### config.mk
export PLATFORM = sky130hd
export DESIGN_NAME = i2s_clk_gen
export DESIGN_NICKNAME = d
export VERILOG_FILES = /design/src/rtl/i2s_clk_gen.sv
export SDC_FILE = /design/constraint.sdc
export NUM_CORES = 1
export LEC_CHECK = 0
export BUFFER_PORTS_ARGS = -buffer_cell sky130_fd_sc_hd__clkbuf_2
export CORE_MARGIN = 2
export CORE_UTILIZATION = 54
export CTS_BUF_LIST = sky130_fd_sc_hd__clkbuf_8
export DETAILED_ROUTE_END_ITERATION = 7
export PLACE_DENSITY = 0.79
export SYNTH_ARGS = -nofsm -noshare
export SYNTH_HDL_FRONTEND = slang
export SYNTH_SLANG_ARGS = --single-unit
### constraint.sdc
create_clock -name clk_in -period 1.76 [get_ports clk_in]
set_input_delay 0.44 -clock clk_in [delete_from_list [all_inputs] [get_ports clk_in]]
set_output_delay 0.44 -clock clk_in [all_outputs]
set_load 0.05 [all_outputs]
### src/rtl/i2s_clk_gen.sv
// rtl/i2s_clk_gen.sv - phase-aligned MCLK/BCLK/LRCLK generator with clk_in-domain strobes
//
// Ports:
//   clk_in         system clock
//   rst            asynchronous reset, active-high
//   en             run request, level-sensitive; sampled only at frame end while running
//   mclk_out       codec master clock, clk_in / MCLK_DIV
//   bclk_out       bit clock, clk_in / (MCLK_DIV*BCLK_DIV)
//   lrclk_out      word select, 0 = left, 1 = right
//   bclk_rise_stb  high the clk_in cycle before bclk_out rises
//   bclk_fall_stb  high the clk_in cycle before bclk_out falls and bit_idx advances
//   frame_stb      high the clk_in cycle before a new frame starts
//   bit_idx        BCLK index within the frame
//   running        high while in RUN
//
// Optional build macro: I2S_CLK_GEN_MCLK_FREE_EN keeps mcnt/mclk_out running in IDLE
// and delays RUN entry until the mcnt wrap so MCLK and BCLK stay phase-aligned.
module i2s_clk_gen #(
    parameter int MCLK_DIV   = 4,
    parameter int BCLK_DIV   = 4,
    parameter int FRAME_BITS = 64
) (
    input  logic                          clk_in,
    input  logic                          rst,
    input  logic                          en,
    output logic                          mclk_out,
    output logic                          bclk_out,
    output logic                          lrclk_out,
    output logic                          bclk_rise_stb,
    output logic                          bclk_fall_stb,
    output logic                          frame_stb,
    output logic [$clog2(FRAME_BITS)-1:0] bit_idx,
    output logic                          running
);

    localparam int P  = MCLK_DIV * BCLK_DIV;
    localparam int PW = $clog2(P);
    localparam int MW = $clog2(MCLK_DIV);
    localparam int BW = $clog2(FRAME_BITS);

    localparam logic [0:0] ST_IDLE = 1'b0;
    localparam logic [0:0] ST_RUN  = 1'b1;

    generate
        if (MCLK_DIV < 2 || (MCLK_DIV % 2) != 0) begin : g_bad_mclk_div
            $error("i2s_clk_gen: MCLK_DIV must be even and >= 2");
        end
        if (BCLK_DIV < 1) begin : g_bad_bclk_div
            $error("i2s_clk_gen: BCLK_DIV must be >= 1");
        end
        if (FRAME_BITS < 2 || (FRAME_BITS % 2) != 0) begin : g_bad_frame_bits
            $error("i2s_clk_gen: FRAME_BITS must be even and >= 2");
        end
    endgenerate

    logic [0:0]    state, state_n;
    logic [PW-1:0] pcnt, pcnt_n;
    logic [MW-1:0] mcnt, mcnt_n;
    logic [BW-1:0] bit_n;

    logic pcnt_wrap, mcnt_wrap, bit_wrap;

    assign pcnt_wrap = (pcnt == PW'(P - 1));
    assign mcnt_wrap = (mcnt == MW'(MCLK_DIV - 1));
    assign bit_wrap  = (bit_idx == BW'(FRAME_BITS - 1));

    assign running       = state[0];
    assign bclk_rise_stb = running && (pcnt == PW'(P / 2 - 1));
    assign bclk_fall_stb = running && pcnt_wrap;
    assign frame_stb     = bclk_fall_stb && bit_wrap;

    always_comb begin
        state_n = state;
        pcnt_n  = pcnt;
        mcnt_n  = mcnt;
        bit_n   = bit_idx;
`ifdef I2S_CLK_GEN_MCLK_FREE_EN
        // MCLK never stops once out of reset.
        mcnt_n  = mcnt_wrap ? '0 : mcnt + 1'b1;
`endif
        case (state)
            ST_IDLE: begin
                pcnt_n = '0;
                bit_n  = '0;
`ifdef I2S_CLK_GEN_MCLK_FREE_EN
                // Entering on the wrap makes the first RUN cycle have mcnt == pcnt == 0.
                if (en && mcnt_wrap) begin
                    state_n = ST_RUN;
                end
`else
                mcnt_n = '0;
                if (en) begin
                    state_n = ST_RUN;
                end
`endif
            end
            default: begin
                pcnt_n = pcnt_wrap ? '0 : pcnt + 1'b1;
                mcnt_n = mcnt_wrap ? '0 : mcnt + 1'b1;
                if (pcnt_wrap) begin
                    bit_n = bit_wrap ? '0 : bit_idx + 1'b1;
                end
                // en only matters at the frame boundary so frames are never cut short.
                if (pcnt_wrap && bit_wrap && !en) begin
                    state_n = ST_IDLE;
                    pcnt_n  = '0;
                    bit_n   = '0;
`ifndef I2S_CLK_GEN_MCLK_FREE_EN
                    mcnt_n  = '0;
`endif
                end
            end
        endcase
    end

    // Output clocks are derived from the next-state counters so they change on
    // the same edge as the counters they decode.
    always_ff @(posedge clk_in or posedge rst) begin
        if (rst) begin
            state     <= ST_IDLE;
            pcnt      <= '0;
            mcnt      <= '0;
            bit_idx   <= '0;
            mclk_out  <= 1'b0;
            bclk_out  <= 1'b0;
            lrclk_out <= 1'b0;
        end else begin
            state     <= state_n;
            pcnt      <= pcnt_n;
            mcnt      <= mcnt_n;
            bit_idx   <= bit_n;
            mclk_out  <= (mcnt_n >= MW'(MCLK_DIV / 2));
            bclk_out  <= (state_n == ST_RUN) && (pcnt_n >= PW'(P / 2));
            lrclk_out <= (state_n == ST_RUN) && (bit_n >= BW'(FRAME_BITS / 2));
        end
    end

endmodule

==> results of run 1 <==
==> layer usage <==
layer | up-vias | GRT usage
li1 | 336 | -
met1 | 359 | 0.402
met2 | 36 | 0.508
met3 | 2 | 0.0163
met4 | 0 | 0.169
met5 | - | 0
==> cell usage in the layout (no fill, tap or decap), types with 3 or more instances in the layout <==
cell type	count
o211ai_1	4
clkbuf_2	12
dfrtp_1	9
buf_8	3
nand3_1	4
nand2_1	5
dfrtp_2	7
a21oi_1	5
buf_4	17
inv_1	4
clkbuf_8	3
nor2_1	4
==> cells by family after synthesis <==
family,count (synthesis),share of synthesized area
XOR/XNOR,2,0.0234
multiplexers,1,0.0134
buffers and inverters,5,0.0267
AO/OA/AOI/OAI,15,0.127
flip-flops,16,0.535
adder cells (fa/ha/maj),3,0.0502
AND/OR/NAND/NOR,31,0.224
==> registers in the layout, indices dropped and copies added, names as in the netlist <==
name / cells
bclk_out: 1
running: 1
lrclk_out: 1
pcnt: 4
bit_idx: 6
mclk_out: 1
mcnt: 2
==> area by class of cell <==
cell class / instances / area (µm²)
Tap cell: 15 / 18.8
Fill cell: 67 / 186
Sequential cell: 16 / 409
Clock buffer: 3 / 41.3
Timing Repair Buffer: 32 / 233
Clock inverter: 1 / 3.75
Inverter: 4 / 16.3
Multi-Input combinational cell: 52 / 393
==> stage by stage <==
| step | setup TNS [ns] | hold slack, ns | util | instances | area [µm²] |
|---|---|---|---|---|---|
| 2_1_floorplan | -0.139 | 0.353 | - | 73 | 801 |
| 3_3_place_gp | -0.0680 | 0.423 | 0.764 | 116 | 995 |
| 3_5_place_dp | -0.102 | 0.434 | 0.764 | 116 | 995 |
| 4_1_cts | -0.201 | 0.245 | 0.846 | 123 | 1100 |
| 5_1_grt | -0.297 | 0.276 | 0.857 | 123 | 1110 |
| 6_report | -0.214 | 0.223 | 0.857 | 123 | 1110 |
==> power by group <==
part / internal [mW] / switching, mW
combinational: 0.406 / 0.593
clock: 0.155 / 0.126
sequential: 0.501 / 0.101
==> worst max-delay path by stage <==
| stage | start | endpoint | slack (ns) | cells past startpoint |
|---|---|---|---|---|
| after floorplan | bit_idx[0] | frame_stb | -0.14 | 4 |
| after global placement | pcnt[0] | frame_stb | -0.07 | 5 |
| after detailed placement | pcnt[1] | frame_stb | -0.10 | 5 |
| after CTS | pcnt[1] | frame_stb | -0.18 | 5 |
| after global routing | pcnt[1] | frame_stb | -0.23 | 5 |
| final | pcnt[1] | frame_stb | -0.20 | 5 |
==> timing repair <==
item                                    in CTS  in global routing
endpoints found under the setup margin       3                  3
buffers inserted                             3                  0
hold buffers                                 0                  0
gates resized for setup                      8                  5
hold endpoints to repair                     0                  0
pin swaps                                    4                  0
==> run_summary.xml, run 1 <==
<?xml version="1.0" encoding="UTF-8"?>
<metrics>
  <group name="grt">
    <metric name="grt_start_max_net_pins" unit="">17</metric>
    <metric name="via_count_of_the_first_global_routing_pass" unit="">671</metric>
    <metric name="grt_pass1_wl" unit="mm">3.22</metric>
    <metric name="grt_antenna_before_repair" unit="">0</metric>
    <metric name="overflow" unit="">0</metric>
    <metric name="gr-usage-all-layers" unit="">0.309</metric>
  </group>
  <group name="power">
    <metric name="total_power" unit="mW">1.88</metric>
    <metric name="vdd.ir_drop.worst" unit="µV">1120</metric>
    <metric name="power_density" unit="nW/µm²">1690</metric>
    <metric name="cellLeakagePower" unit="nW">0.521</metric>
  </group>
  <group name="placed_design">
    <metric name="port_buffer_cells" unit="">15</metric>
    <metric name="place.detailed.hpwl" unit="mm">1.27</metric>
    <metric name="place_worst_setup_slack" unit="ns">-0.102</metric>
    <metric name="gp_congestion" unit="">0.791</metric>
  </group>
  <group name="synthesis">
    <metric name="yosys.area.top_type_share" unit="">0.535</metric>
    <metric name="synthCells" unit="">73</metric>
    <metric name="fraction_of_synthesis_flops_using_an_asynchronous_set_or_reset_pin" unit="">1.00</metric>
    <metric name="prevailing_post_synth_register_cell" unit="">dfrtp_1</metric>
    <metric name="yosysTopAreaCell" unit="">dfrtp_1</metric>
    <metric name="synth_area" unit="µm²">748</metric>
    <metric name="synth.yosys.seq_area_share" unit="">0.535</metric>
    <metric name="synthTopCellsByArea" unit="">dfrtp_1 (54%), ha_1 (5.0%), o211ai_1 (4.0%)</metric>
    <metric name="synth_enable_flop_cells" unit="">0</metric>
    <metric name="ys_top_cells_by_count" unit="">dfrtp_1 (16), nand2_1 (6), nor2_1 (6)</metric>
    <metric name="synthMostInstantiatedCell" unit="">dfrtp_1</metric>
    <metric name="synthesis.nets" unit="">79</metric>
    <metric name="unique_masters_post_synth" unit="">27</metric>
    <metric name="synth.ff_latch_count" unit="">16</metric>
    <metric name="synthesis.area_per_instance" unit="µm²">10.2</metric>
    <metric name="synth_warnings" unit="">0</metric>
  </group>
  <group name="flow_run">
    <metric name="cap_viol_max_count" unit="">0</metric>
  </group>
  <group name="worst_setup_path">
    <metric name="cp_cell_sequence" unit="">ha_4 &gt; nand3_4 &gt; or3_4 &gt; nor2_4 &gt; buf_8</metric>
    <metric name="critPathMaxFanout" unit="">2</metric>
    <metric name="critPathCaptureType" unit="">primary output</metric>
    <metric name="type_of_origin_of_the_critical_path" unit="">register</metric>
    <metric name="path_delay_family" unit="">simple AND/OR/NAND/NOR gates</metric>
    <metric name="cp_slowest_stage_delay" unit="ns">0.39</metric>
    <metric name="buffers_inverters_on_critical_path" unit="">1</metric>
    <metric name="regToRegEndpoint" unit="">lrclk_out</metric>
    <metric name="worst_path_max_delay_cell" unit="">dfrtp_1</metric>
    <metric name="ff2ff_setup_slack" unit="ns">0.20</metric>
    <metric name="r2r-start" unit="">pcnt[1]</metric>
    <metric name="cp.arrival" unit="ns">1.52</metric>
    <metric name="required_time_at_the_endpoint_of_the_critical_path" unit="ns">1.32</metric>
    <metric name="worstSetupPathType" unit="">reg -&gt; out</metric>
    <metric name="reg2regPathDepth" unit="">5</metric>
  </group>
  <group name="route">
    <metric name="detailroute.wirelength.met2" unit="mm">1.13</metric>
    <metric name="route.met3.wl" unit="µm">136</metric>
    <metric name="via_per_inst" unit="">5.96</metric>
    <metric name="maxUsedRoutingLayer" unit="">met4</metric>
    <metric name="detail_route.drc_violations" unit="">0</metric>
    <metric name="route.final.wire_length" unit="mm">2.13</metric>
    <metric name="drt.antenna.violating_nets" unit="">0</metric>
    <metric name="drt-initial-drc-count" unit="">26</metric>
    <metric name="wl_per_cell" unit="µm">17.3</metric>
    <metric name="m1_wl" unit="µm">845</metric>
    <metric name="num_vias" unit="">733</metric>
    <metric name="dr.pass1.iters" unit="">4</metric>
  </group>
  <group name="cts">
    <metric name="clock-sinks" unit="">16</metric>
    <metric name="clkLatencyLatePin" unit="ns">0.25</metric>
    <metric name="clock_slew_at_reported_path_ffs" unit="ns">0.07</metric>
    <metric name="cts-htree-levels" unit="">1</metric>
    <metric name="root_buf_cell" unit="">clkbuf_8</metric>
    <metric name="num_cts_buffers" unit="">3</metric>
    <metric name="max_buffers_root_to_sink" unit="">2</metric>
    <metric name="cts_tree" unit="">built</metric>
  </group>
  <group name="die">
    <metric name="core_region_area" unit="µm²">1300</metric>
    <metric name="std_cell_rows" unit="">13</metric>
    <metric name="pin_count" unit="">16</metric>
    <metric name="die_area" unit="µm²">1700</metric>
    <metric name="floorplan.die.width" unit="µm">41.2</metric>
    <metric name="die_ht" unit="µm">41.2</metric>
    <metric name="initial_core_util" unit="">0.575</metric>
  </group>
  <group name="sta">
    <metric name="period_share" unit="">1.11</metric>
    <metric name="maximum_clock_frequency" unit="GHz">0.511</metric>
    <metric name="final-hold-violation-count" unit="">0</metric>
    <metric name="timing.final.setup_violations" unit="">2</metric>
    <metric name="max-slew-margin-rel" unit="">0.606</metric>
    <metric name="clock_skew" unit="ns">0.0112</metric>
    <metric name="actual_transition_at_the_worst_max_transition_pin" unit="ns">0.590</metric>
    <metric name="setup_repair_after_global_routing_missed_its_margin" unit="">true</metric>
    <metric name="final-max-slew-violation-count" unit="">0</metric>
    <metric name="timing.final.ws_setup" unit="ns">-0.196</metric>
    <metric name="post-route-min-period" unit="ns">1.96</metric>
  </group>
  <group name="hold_path">
    <metric name="min-delay-path-class" unit="">in -&gt; async</metric>
  </group>
  <group name="status">
    <metric name="violations_in_the_final_reports" unit="">negative setup slack</metric>
    <metric name="status" unit="">finished, violations left</metric>
  </group>
  <group name="layout">
    <metric name="diodes" unit="">0</metric>
    <metric name="syn2layout_area_growth" unit="%">49.0</metric>
    <metric name="post_route_cells_drive_above_1_share" unit="">0.491</metric>
    <metric name="nets" unit="">115</metric>
  </group>
</metrics>
Power figures use the tool's default switching activity.
==> inputs of run 2 (changes only) <==
Settings changed: ABC_AREA set to 1.
==> run_summary.xml, run 2 <==
<?xml version="1.0" encoding="UTF-8"?>
<metrics>
  <group name="synthesis">
    <metric name="synthCells" unit="">81</metric>
    <metric name="synth.yosys.seq_area_share" unit="">0.538</metric>
    <metric name="synthMostInstantiatedCell" unit="">dfrtp_1</metric>
    <metric name="synthesis.nets" unit="">87</metric>
    <metric name="unique_masters_post_synth" unit="">19</metric>
    <metric name="synth_enable_flop_cells" unit="">0</metric>
    <metric name="synthXorXnorAreaFrac" unit="">0.0353</metric>
    <metric name="fraction_of_synthesis_flops_using_an_asynchronous_set_or_reset_pin" unit="">1.00</metric>
    <metric name="yosysTopAreaCell" unit="">dfrtp_1</metric>
    <metric name="ys_top_cells_by_count" unit="">dfrtp_1 (16), nor2_1 (15), nand2_1 (14)</metric>
    <metric name="synth_warnings" unit="">0</metric>
    <metric name="synthesis.area_per_instance" unit="µm²">9.19</metric>
    <metric name="synth_compound_gate_area_share" unit="">0.0454</metric>
    <metric name="yosys.area_share.simple" unit="">0.266</metric>
    <metric name="synth.ff_latch_count" unit="">16</metric>
    <metric name="yosys.area.top_type_share" unit="">0.538</metric>
    <metric name="synthTopCellsByArea" unit="">dfrtp_1 (54%), nor2_1 (7.6%), nand2_1 (7.1%)</metric>
    <metric name="main_combinational_cell_family_by_area_after_synthesis" unit="">simple AND/OR/NAND/NOR gates</metric>
    <metric name="prevailing_post_synth_register_cell" unit="">dfrtp_1</metric>
    <metric name="post_synth_mux_area_share" unit="">0</metric>
    <metric name="synth_area" unit="µm²">744</metric>
    <metric name="post_synth_fa_ha_maj_area_fraction" unit="">0.0504</metric>
  </group>
  <group name="route">
    <metric name="drt.antenna.violating_nets" unit="">0</metric>
    <metric name="detail_route.drc_violations" unit="">0</metric>
    <metric name="num_vias" unit="">598</metric>
    <metric name="via_per_inst" unit="">5.03</metric>
    <metric name="dr.pass1.iters" unit="">5</metric>
    <metric name="wl_per_cell" unit="µm">13.2</metric>
    <metric name="drt-initial-drc-count" unit="">17</metric>
    <metric name="route.final.wire_length" unit="mm">1.57</metric>
  </group>
  <group name="cts">
    <metric name="clock_slew_at_reported_path_ffs" unit="ns">0.06</metric>
    <metric name="cts.hold.buffers_added" unit="">0</metric>
    <metric name="clkLatencyLatePin" unit="ns">0.25</metric>
    <metric name="max_buffers_root_to_sink" unit="">2</metric>
    <metric name="root_buf_cell" unit="">clkbuf_8</metric>
    <metric name="clock-sinks" unit="">16</metric>
    <metric name="cts_tree" unit="">built</metric>
    <metric name="num_cts_buffers" unit="">3</metric>
    <metric name="cts-htree-levels" unit="">1</metric>
  </group>
  <group name="placed_design">
    <metric name="port_buffer_cells" unit="">15</metric>
    <metric name="placed_cell_count" unit="">112</metric>
    <metric name="gp_congestion" unit="">0.723</metric>
    <metric name="place.detailed.hpwl" unit="mm">1.10</metric>
    <metric name="dpl_cell_area" unit="µm²">903</metric>
  </group>
  <group name="worst_setup_path">
    <metric name="critPathMaxFanout" unit="">7</metric>
    <metric name="required_time_at_the_endpoint_of_the_critical_path" unit="ns">1.32</metric>
    <metric name="cp.arrival" unit="ns">1.40</metric>
    <metric name="critPathCaptureType" unit="">primary output</metric>
    <metric name="type_of_origin_of_the_critical_path" unit="">register</metric>
    <metric name="worstSetupPathType" unit="">reg -&gt; out</metric>
  </group>
  <group name="status">
    <metric name="violations_in_the_final_reports" unit="">negative setup slack</metric>
    <metric name="status" unit="">finished, violations left</metric>
  </group>
  <group name="die">
    <metric name="pin_count" unit="">16</metric>
    <metric name="initial_core_util" unit="">0.572</metric>
    <metric name="floorplan.die.width" unit="µm">41.1</metric>
    <metric name="std_cell_rows" unit="">13</metric>
    <metric name="die_area" unit="µm²">1690</metric>
    <metric name="die_ht" unit="µm">41.1</metric>
    <metric name="core_region_area" unit="µm²">1300</metric>
  </group>
  <group name="layout">
    <metric name="final_cells" unit="">119</metric>
    <metric name="layout_commonest_cell" unit="">nor2_1</metric>
    <metric name="post_route_core_utilization" unit="">0.780</metric>
    <metric name="diodes" unit="">0</metric>
    <metric name="post_route_cells_drive_above_1_share" unit="">0.413</metric>
    <metric name="final_area" unit="µm²">1010</metric>
    <metric name="largest_register" unit="">bit_idx</metric>
    <metric name="largest_registers" unit="">bit_idx: 6 flops, pcnt: 4 flops, mcnt: 2 flops</metric>
    <metric name="syn2layout_area_growth" unit="%">36.3</metric>
    <metric name="final_cell_mix" unit="">nor2_1 (14), nand2_1 (13), clkbuf_2 (12)</metric>
    <metric name="nets" unit="">111</metric>
    <metric name="largest_register_ffs" unit="">6</metric>
  </group>
  <group name="sta">
    <metric name="final-max-slew-violation-count" unit="">0</metric>
    <metric name="max-slew-margin-rel" unit="">0.591</metric>
    <metric name="period_share" unit="">1.04</metric>
    <metric name="maximum_clock_frequency" unit="GHz">0.545</metric>
    <metric name="final-hold-violation-count" unit="">0</metric>
    <metric name="post-route-min-period" unit="ns">1.84</metric>
    <metric name="setup_repair_after_global_routing_missed_its_margin" unit="">true</metric>
    <metric name="actual_transition_at_the_worst_max_transition_pin" unit="ns">0.612</metric>
    <metric name="timing.final.ws_setup" unit="ns">-0.0752</metric>
    <metric name="timing.final.setup_violations" unit="">2</metric>
    <metric name="clock_skew" unit="ns">0.00352</metric>
  </group>
  <group name="flow_run">
    <metric name="cap_viol_max_count" unit="">0</metric>
  </group>
  <group name="power">
    <metric name="power_density" unit="nW/µm²">685</metric>
    <metric name="vdd.ir_drop.worst" unit="µV">659</metric>
    <metric name="cellLeakagePower" unit="nW">0.519</metric>
  </group>
  <group name="grt">
    <metric name="gr-usage-all-layers" unit="">0.214</metric>
    <metric name="overflow" unit="">0</metric>
    <metric name="grt_pass1_wl" unit="mm">2.21</metric>
    <metric name="grt_antenna_before_repair" unit="">0</metric>
    <metric name="via_count_of_the_first_global_routing_pass" unit="">527</metric>
    <metric name="grt_start_max_net_pins" unit="">17</metric>
  </group>
  <group name="hold_path">
    <metric name="min-delay-path-class" unit="">in -&gt; async</metric>
  </group>
</metrics>
[run 2: changes by cell type in the layout (fill, tap and decap cells not counted), sizes merged, moves of 3 or more]
cell	previous run	this run
buf	20	6
inv	4	13
a21oi	5	2
nor2	6	16
o211ai	4	0
nand2	6	14
[run 2: worst paths after layout]
check / cells past startpoint / slack [ns] / end / start
max: 5 / -0.08 / bclk_fall_stb / pcnt[1]
min: 2 / 0.24 / pcnt[0] / rst
min in group clk_in: 3 / 0.42 / running / en
min reg2reg: 2 / 0.56 / mcnt[0] / mcnt[0]
max reg2reg: 7 / 0.29 / bit_idx[0] / pcnt[1]
max in group asynchronous: 2 / 1.09 / bit_idx[3] / rst
[run 2: logic make-up after synthesis]
kind of cell | count (synthesis)
adders and majority gates | 3
AOI/OAI and AO/OA | 5
buffers and inverters | 13
DFF | 16
xor gates and xnor gates | 3
and+or+nand+nor | 41
[run 2: power breakdown]
part / internal, mW / total (mW) / switching, mW
Clock: 0.198 / 0.318 / 0.119
Sequential: 0.368 / 0.368 / 0
Combinational: 0.00185 / 0.0100 / 0.00820
[run 2: metrics by stage]
stage,setup TNS [ns],power (mW),worst slack [ns],hold WS [ns]
6_report,-0.140,0.695,-0.0752,0.239
5_1_grt,-0.247,0.716,-0.127,0.312
4_1_cts,-0.0979,0.702,-0.0518,0.257
3_5_place_dp,0,0.385,0.0517,0.453
3_3_place_gp,0,0.385,0.0989,0.440
2_1_floorplan,-0.0892,0.380,-0.0892,0.353
[run 2: routing by layer]
metal  routed length, µm  GRT usage  vias up
met5                   0          0        -
met4                  25     0.0968        0
met3                  76     0.0489        4
met2                 818      0.375       21
met1                 653      0.243      270
li1                    -          -      303
[run 2: area by class of cell]
type                            count  area (µm²)
Multi-Input combinational cell     52         357
Timing Repair Buffer               19         126
Fill cell                          87         287
Clock buffer                        4        55.1
Inverter                           13        48.8
Sequential cell                    16         409
Tap cell                           15        18.8
[run 2: worst max-delay path, stage by stage (launching register included)]
cell and delay (ns):
dfrtp_1 0.41, ha_4 0.18, nand3_4 0.09, buf_4 0.19, nor2_2 0.12, buf_8 0.16
[run 2: what timing repair did]
action,4_1_cts,5_1_grt
setup buffers,2,1
pin swaps,2,0
gates resized for setup,7,2
setup endpoints to repair,3,3
==> inputs of run 3 (changes only) <==
Settings changed: CELL_PAD_IN_SITES_DETAIL_PLACEMENT set to 1, CELL_PAD_IN_SITES_GLOBAL_PLACEMENT set to 1, CORE_UTILIZATION 54 to 41, PLACE_DENSITY 0.79 to 0.8.
==> run_summary.xml, run 3 (synthesized netlist as in run 2, its figures left out) <==
<?xml version="1.0" encoding="UTF-8"?>
<metrics>
  <group name="power">
    <metric name="power.share.combinational" unit="">0.014</metric>
    <metric name="cellLeakagePower" unit="nW">0.527</metric>
    <metric name="clock_power_share" unit="">0.466</metric>
    <metric name="p_switching" unit="µW">139</metric>
    <metric name="intPower" unit="µW">568</metric>
    <metric name="power_density" unit="nW/µm²">679</metric>
    <metric name="seq_power_share" unit="">0.520</metric>
    <metric name="vdd.ir_drop.worst" unit="µV">568</metric>
    <metric name="swShare" unit="">0.197</metric>
  </group>
  <group name="sta">
    <metric name="timing.final.setup_violations" unit="">2</metric>
    <metric name="max-slew-margin-rel" unit="">0.595</metric>
    <metric name="clock_skew" unit="ns">0.00133</metric>
    <metric name="timing.final.ws_setup" unit="ns">-0.0283</metric>
    <metric name="post-route-min-period" unit="ns">1.79</metric>
    <metric name="final-hold-violation-count" unit="">0</metric>
    <metric name="actual_transition_at_the_worst_max_transition_pin" unit="ns">0.607</metric>
    <metric name="final-max-slew-violation-count" unit="">0</metric>
    <metric name="timing.setup.tns" unit="ns">-0.0558</metric>
    <metric name="maximum_clock_frequency" unit="GHz">0.559</metric>
    <metric name="period_share" unit="">1.02</metric>
    <metric name="setup_repair_after_global_routing_missed_its_margin" unit="">true</metric>
  </group>
  <group name="worst_setup_path">
    <metric name="cp_slowest_stage_delay" unit="ns">0.39</metric>
    <metric name="critPathCaptureType" unit="">primary output</metric>
    <metric name="r2r-start" unit="">pcnt[1]</metric>
    <metric name="cp.arrival" unit="ns">1.35</metric>
    <metric name="critPathMaxFanout" unit="">7</metric>
    <metric name="worst_path_max_delay_cell" unit="">dfrtp_1</metric>
    <metric name="cp_cell_sequence" unit="">ha_4 &gt; nand3_4 &gt; buf_4 &gt; nor2_2 &gt; buf_8</metric>
    <metric name="type_of_origin_of_the_critical_path" unit="">register</metric>
    <metric name="worstSetupPathType" unit="">reg -&gt; out</metric>
    <metric name="critical_path.startpoint" unit="">pcnt[1]</metric>
    <metric name="required_time_at_the_endpoint_of_the_critical_path" unit="ns">1.32</metric>
  </group>
  <group name="cts">
    <metric name="cts_tree" unit="">built</metric>
    <metric name="cts-htree-levels" unit="">1</metric>
    <metric name="max_buffers_root_to_sink" unit="">2</metric>
    <metric name="clkLatencyLatePin" unit="ns">0.25</metric>
    <metric name="cts.hold.buffers_added" unit="">0</metric>
    <metric name="clock-sinks" unit="">16</metric>
    <metric name="root_buf_cell" unit="">clkbuf_8</metric>
    <metric name="clock_slew_at_reported_path_ffs" unit="ns">0.06</metric>
    <metric name="num_cts_buffers" unit="">3</metric>
  </group>
  <group name="grt">
    <metric name="grt_start_max_net_pins" unit="">17</metric>
    <metric name="grt_pass1_wl" unit="mm">2.46</metric>
    <metric name="via_count_of_the_first_global_routing_pass" unit="">594</metric>
    <metric name="grt_antenna_before_repair" unit="">0</metric>
    <metric name="overflow" unit="">0</metric>
    <metric name="gr-usage-all-layers" unit="">0.170</metric>
  </group>
  <group name="die">
    <metric name="floorplan.die.width" unit="µm">46.6</metric>
    <metric name="die_area" unit="µm²">2170</metric>
    <metric name="core_region_area" unit="µm²">1710</metric>
    <metric name="initial_core_util" unit="">0.436</metric>
    <metric name="std_cell_rows" unit="">15</metric>
    <metric name="pin_count" unit="">16</metric>
    <metric name="die_ht" unit="µm">46.6</metric>
  </group>
  <group name="placed_design">
    <metric name="port_buffer_cells" unit="">15</metric>
    <metric name="place.detailed.hpwl" unit="mm">1.16</metric>
    <metric name="dpl_cell_area" unit="µm²">923</metric>
    <metric name="gp_congestion" unit="">0.757</metric>
  </group>
  <group name="route">
    <metric name="drt.antenna.violating_nets" unit="">0</metric>
    <metric name="via_per_inst" unit="">4.66</metric>
    <metric name="drt-initial-drc-count" unit="">3</metric>
    <metric name="detail_route.drc_violations" unit="">0</metric>
    <metric name="wl_per_cell" unit="µm">12.0</metric>
    <metric name="route.final.wire_length" unit="mm">1.57</metric>
    <metric name="dr.pass1.iters" unit="">4</metric>
    <metric name="num_vias" unit="">610</metric>
  </group>
  <group name="layout">
    <metric name="diodes" unit="">0</metric>
    <metric name="nets" unit="">113</metric>
    <metric name="final_area" unit="µm²">1040</metric>
    <metric name="largest_register_ffs" unit="">6</metric>
    <metric name="final_cell_mix" unit="">nor2_1 (14), nand2_1 (13), clkbuf_2 (12)</metric>
    <metric name="largest_register" unit="">bit_idx</metric>
    <metric name="layout_commonest_cell" unit="">nor2_1</metric>
    <metric name="layout.area.seq" unit="µm²">409</metric>
    <metric name="largest_registers" unit="">bit_idx: 6 flops, pcnt: 4 flops, mcnt: 2 flops</metric>
    <metric name="syn2layout_area_growth" unit="%">40.0</metric>
    <metric name="post_route_core_utilization" unit="">0.610</metric>
    <metric name="layout.filler_cells" unit="">194</metric>
    <metric name="multi_input_area" unit="µm²">357</metric>
    <metric name="post_route_cells_drive_above_1_share" unit="">0.425</metric>
  </group>
  <group name="status">
    <metric name="violations_in_the_final_reports" unit="">negative setup slack</metric>
    <metric name="status" unit="">finished, violations left</metric>
  </group>
  <group name="hold_path">
    <metric name="min-delay-path-class" unit="">in -&gt; async</metric>
  </group>
  <group name="flow_run">
    <metric name="cap_viol_max_count" unit="">0</metric>
  </group>
</metrics>
==> run 3: cell types whose count changed in the layout (fill, tap and decap cells not counted), sizes merged <==
cell	change
buf	+1
clkbuf	+1
==> run 3: final cells by class <==
class | instances | area share
sequential | 16 | 0.393
inverter | 13 | 0.0468
timing repair buffer | 21 | 0.136
clock buffer | 4 | 0.0528
multi-input combinational | 52 | 0.342
tap | 25 | 0.0300
==> run 3: power groups by stage <==
stage | Clock [mW] | Sequential [mW] | Combinational, mW
CTS | 0.344 | 0.368 | 0.0110
finish | 0.330 | 0.368 | 0.00999
detailed placement | 0 | 0.374 | 0.0110
floorplan | 0 | 0.374 | 0.00594
global placement | 0 | 0.374 | 0.0108
global route | 0.355 | 0.367 | 0.0119
==> run 3: critical path: cells and delay by family, from the launching register on <==
| family | cells | cell delay [ns] |
|---|---|---|
| flops | 1 | 0.39 |
| buf+inv | 2 | 0.33 |
| simple gates | 2 | 0.20 |
| fa+ha+maj | 1 | 0.17 |
==> run 3: repair_timing <==
action                     4_1_cts  5_1_grt
hold endpoints to repair         0        0
buffers inserted                 2        2
gates resized for setup          7        1
setup endpoints to repair        3        3
pin swaps                        2        0
==> run 3: per-stage QoR <==
stage          power [mW]  worst slack (ns)  hold slack (ns)  instances
6_report            0.708           -0.0283            0.226        131
4_1_cts             0.722           -0.0500            0.256        129
2_1_floorplan       0.380           -0.0892            0.353         81
3_5_place_dp        0.385            0.0551            0.455        123
5_1_grt             0.734            -0.103            0.283        131
3_3_place_gp        0.385            0.0911            0.442        123
==> run 3: final timing paths <==
kind                                 end  slack [ns]  depth (start not counted)
max in group asynchronous     bit_idx[0]        1.10                          2
min in group clk_in              running        0.40                          3
setup / recovery           bclk_fall_stb       -0.03                          5
setup reg to reg              bit_idx[0]        0.32                          7
hold / removal                   pcnt[0]        0.23                          2
hold reg to reg                  mcnt[0]        0.52                          2
==> run 3: layer usage <==
metal	part of all wire	track usage
met5	0	0
met4	0.023	0.106
met3	0.048	0.0667
met2	0.50	0.272
met1	0.42	0.186
